`src/rtl/reaction_game_controller.sv`:
```
// reaction_game_controller: round sequencer for the LED-matching reaction game
module reaction_game_controller #(
   parameter int          CLKS_PER_SEC  = 50_000_000,
   parameter int          START_SECONDS = 10,
   parameter logic [17:0] LFSR_SEED     = 18'h00001
) (
   input  logic        clk,
   input  logic        reset,
   input  logic        start,
   input  logic [17:0] switches,
   output logic [17:0] target,
   output logic [10:0] time_left,
   output logic [10:0] score,
   output logic        playing,
   output logic        game_over
);
   localparam int CW = CLKS_PER_SEC > 1 ? $clog2(CLKS_PER_SEC) : 1;
   typedef enum logic [1:0] {IDLE, PLAY, OVER} state_t;
   state_t        state;
   logic [CW-1:0] sec_cnt;
   logic [17:0]   lfsr;
   logic [17:0]   lfsr_next;
   logic          tick;
   logic          match;
   always_comb begin
      lfsr_next = {lfsr[16:0], lfsr[17] ^ lfsr[10]};
      tick      = sec_cnt == CW'(CLKS_PER_SEC - 1);
      match     = switches == target;
   end
   always_ff @(posedge clk) begin
      if (reset) begin
         state     <= IDLE;
         lfsr      <= LFSR_SEED;
         sec_cnt   <= '0;
         target    <= '0;
         time_left <= '0;
         score     <= '0;
         playing   <= 1'b0;
         game_over <= 1'b0;
      end else begin
         lfsr <= lfsr_next;
         case (state)
            PLAY: begin
               sec_cnt <= tick ? '0 : sec_cnt + CW'(1);
               if (match) begin
                  score  <= score == 11'h7FF ? score : score + 11'd1;
                  target <= lfsr != target ? lfsr : lfsr_next;
               end
               if (tick)
                  time_left <= time_left - 11'd1;
               // Final tick wins over a same-cycle match for the target; score still counts.
               if (tick && time_left == 11'd1) begin
                  state     <= OVER;
                  target    <= '0;
                  playing   <= 1'b0;
                  game_over <= 1'b1;
               end
            end
            default: if (start) begin
               state     <= PLAY;
               time_left <= 11'(START_SECONDS);
               score     <= '0;
               sec_cnt   <= '0;
               target    <= lfsr;
               playing   <= 1'b1;
               game_over <= 1'b0;
            end
         endcase
      end
   end
endmodule

```
`config.mk`:
```
export PLATFORM = sky130hd
export DESIGN_NAME = reaction_game_controller
export DESIGN_NICKNAME = d
export VERILOG_FILES = /design/src/rtl/reaction_game_controller.sv
export SDC_FILE = /design/constraint.sdc
export NUM_CORES = 1
export LEC_CHECK = 0
export ABC_AREA = 1
export CAP_MARGIN = 10
export CORE_UTILIZATION = 51
export DETAILED_ROUTE_END_ITERATION = 16
export GPL_TIMING_DRIVEN = 0
export PLACE_DENSITY = 0.83
export SYNTH_ARGS = -nofsm -noshare
export SYNTH_HDL_FRONTEND = slang
export SYNTH_SLANG_ARGS = --single-unit
```
`constraint.sdc`:
```
create_clock -name clk -period 1.68 [get_ports clk]
set_input_delay 0.168 -clock clk [delete_from_list [all_inputs] [get_ports clk]]
set_output_delay 0.168 -clock clk [all_outputs]
set_load 0.02 [all_outputs]
```
==> key figures, run 1 <==
Pwr
  • Sw Pwr: 1.46 mW
  • Sequential Power Share: 41.0%
  • Power, Total: 5.25 mW
  • Pint: 3.79 mW
  • Switch share: 27.9%
  • Logic pwr share: a little under a fifth
  • Worst IR Drop VDD: approximately 0.00051 V
  • Clock Power Share: 39.8%
  • Static Leak: ~3.1 nW
  • Pwr Density: 752 nW/µm²

Synthesis
  • Synth Area per Inst: 6.03 µm²
  • Syn_nets: 875
  • Area of the mapped netlist: 5120 µm²
  • Number of synthesized register bits: 86
  • Ys Warns: 0
  • Number of flops mapped to enable cells by yosys: 0
  • Unique masters post-synth: 37
  • Top_reg_cell synth: dfxtp_1
  • Ys async rst share: 0%
  • Cells after Synth: between 800 and 900
  • Post-synthesis sequential area ratio: between 30% and 40%

Setup path
  • Critical path endpoint category: register
  • Max FO, Critical Path: 7
  • Arr. time, crit path: 2.09 ns
  • Setup Crit Path Kind: reg2reg
  • Required @ worst endpoint: roughly 2.0 ns
  • CP startpoint kind: register

STA
  • Final Skew: 0.0187 ns
  • Max_slew headroom: roughly 56%
  • Final hold violations: 0
  • Max Slew Vio Count: 0
  • PnR worst setup slack: -0.107 ns
  • Worst-Margin Slew: 0.661 ns
  • Hold WS: 0.457 ns
  • RSZ-0062 raised after global routing: yes
  • Fmax achieved: 0.560 GHz
  • Final setup viols: 49
  • Tcrit/Tclk final: 106%
  • Min Tclk post-route: 1.79 ns

Global route
  • First-pass GRT wire length: approximately 24000 µm
  • Gr ovfl total: 0
  • All-layer global routing usage: 28.9%
  • Pin count of the biggest net entering global routing: 15
  • Vias in the first global route: 5151
  • Initial antenna violation count: 0

Layout
  • Commonest non-fill, non-tap cells in the layout: nand2_1 (247), nor2_1 (138), inv_1 (88)
  • Antenna Cells: 0
  • Finished Layout Cells: 1093
  • Final core occ: 71.5%
  • Commonest non-fill, non-tap cell in the layout: nand2_1
  • Seq. cell area: 1770 µm²
  • Area grow syn2layout: 36.4%
  • Area occupied by multi-input gates: between 3000 and 4000 µm²
  • Layout cells sized above 1: 19.5%
  • # fillers: 794
  • Layout Nets: 980

Run status
  • Outcome: complete, but fails checks
  • Violated checks: setup timing

Detailed routing
  • Total Wirelength: 16000 µm
  • Antenna-violating nets left: 0
  • Initial DRC count: between 500 and 600
  • Met2 WL: 7600 µm
  • Vias per cell: 5.43
  • DR pass1 iterations: 7
  • WL met1: 6590 µm
  • DRC viols: 0
  • Routed len/inst: 14.6 µm
  • Met3 WL: 1290 µm
  • Vias: 5932
  • Top Layer Used: met4

Clocking
  • Max Buffers Root-to-Sink: 2
  • CTS Root Cell: clkbuf_8
  • Clock Pin Slew Worst Setup and Hold Paths: 0.09 ns
  • Total CTS buffers: 9
  • Worst-Skew Late Latency: 0.38 ns
  • Clk sinks: 86
  • CTS HTree Levels: 3
  • CTS tree: built

Floorplanning
  • I/O pin cnt: 63
  • Die footprint: around 10000 µm²
  • FP Rows: 36
  • Effective utilization at floorplan: ~52%
  • Area of the core: 9770 µm²
  • Die Y: 102 µm
  • Die Width: slightly above 100 µm

Place
  • Hpwl dp: 9640 µm
  • RePlAce Congestion: 0.922
  • Placed cell count: 1045
  • IO Port Bufs: between 60 and 70
  • DP Worst Slack: -0.461 ns

Run
  • Max_cap viols: 0

Worst hold path
  • Min-delay worst type: in2reg
## power by group through the flow
| stage | Combinational (mW) | Sequential (mW) | Clock, mW |
|---|---|---|---|
| 2_1_floorplan | 0.468 | 2.24 | 0 |
| 6_report | 1.01 | 2.16 | 2.09 |
| 3_3_place_gp | 0.790 | 2.20 | 0 |
| 5_1_grt | 1.10 | 2.16 | 2.17 |
| 4_1_cts | 0.895 | 2.15 | 2.08 |
| 3_5_place_dp | 0.799 | 2.20 | 0 |
## what timing repair did
action                                  CTS  global route
gates cloned                              3             1
pin swaps                                36            37
hold buffers                              0             0
gates resized for setup                  64            97
endpoints found under the setup margin   65            69
setup buffers                            20            10
## flip-flops by register name (all words and copies together), names as in the netlist
signal and flops:
score 11, lfsr 18, time_left 11, target 18, sec_cnt 26, state 1
game_over 1
## final timing paths
kind / endpoint / startpoint / slack (ns) / cells past startpoint
setup / recovery: target[5]$_SDFFE_PP0P_ / sec_cnt[1]$_SDFFE_PP0P_ / -0.11 / 14
hold / removal: state[0]$_SDFFE_PP0P_ / start / 0.46 / 3
setup reg to reg: target[5]$_SDFFE_PP0P_ / sec_cnt[1]$_SDFFE_PP0P_ / -0.11 / 14
hold reg to reg: score[10]$_SDFFE_PP0P_ / score[10]$_SDFFE_PP0P_ / 0.49 / 2
## per-stage QoR
| step | TNS, ns | instance area [µm²] |
|---|---|---|
| final | -2.56 | 6990 |
| after global routing | -7.42 | 6990 |
| after CTS | -2.90 | 6620 |
| after detailed placement | -17.95 | 5970 |
| after global placement | -17.29 | 5970 |
| after floorplan | 0 | 5180 |
## synth_stat cells (2+ instances only)
cell | count | area share [%]
nand2_2 | 5 | 0.61
nor3b_1 | 2 | 0.29
o211ai_1 | 2 | 0.29
nand4_1 | 12 | 1.5
o21bai_1 | 2 | 0.29
inv_1 | 94 | 6.9
xor2_1 | 20 | 3.4
o21a_1 | 2 | 0.29
nand3_2 | 2 | 0.39
a31oi_1 | 2 | 0.24
nand2_1 | 273 | 20
a21o_1 | 2 | 0.29
clkinv_1 | 2 | 0.15
o21ai_0 | 15 | 1.5
nand3_1 | 66 | 6.4
xnor2_1 | 5 | 0.85
nor2_2 | 3 | 0.37
buf_2 | 9 | 0.88
or2_2 | 2 | 0.24
ha_1 | 4 | 0.98
nand2_4 | 3 | 0.66
buf_1 | 2 | 0.15
nor4_1 | 3 | 0.37
nor2_1 | 152 | 11
a21oi_1 | 46 | 4.5
nor3_1 | 11 | 1.1
a22oi_1 | 2 | 0.29
clkbuf_1 | 13 | 0.95
dfxtp_1 | 86 | 34
## cells by family after synthesis
group | Yosys count | synth area share, %
AO/OA/AOI/OAI | 75 | 8.01
XOR/XNOR | 25 | 4.27
adder cells (fa/ha/maj) | 4 | 0.977
buffers and inverters | 123 | 9.45
flip-flops | 86 | 33.6
AND/OR/NAND/NOR | 537 | 43.7
## critical path, stage by stage, from the launching register on
cell and delay [ns]:
dfxtp_4 0.37, ha_4 0.14, nand2_4 0.06, nor2_4 0.09
nand2_2 0.07, nor2_2 0.09, nand3_2 0.12, nand2_4 0.15
nand2_8 0.07, nand2_8 0.09, nand2_8 0.08, buf_8 0.15
nand2_4 0.06, nand2_4 0.05, nor2_2 0.11
## metal layers
layer	vias to the layer above	track usage, %
met5	-	0
met4	0	12.6
met3	56	3.08
met2	302	48.1
met1	2704	37.9
li1	2870	-
## area by class of cell
type / instances / area share (%)
buffer: 24 / 2.51
clock buffer: 10 / 1.83
clock inverter: 6 / 2.26
inverter: 97 / 5.30
multi-input combinational: 643 / 47.3
sequential: 86 / 25.3
tap: 133 / 2.38
timing repair buffer: 94 / 13.1
Note: power is estimated with default switching activity, not from simulation.
==> run 2: changes to the inputs <==
- ABC_CLOCK_PERIOD_IN_PS: not set -> 1680
==> results of run 2 <==
Final layout, timing and power as in run 1 (identical DEF).
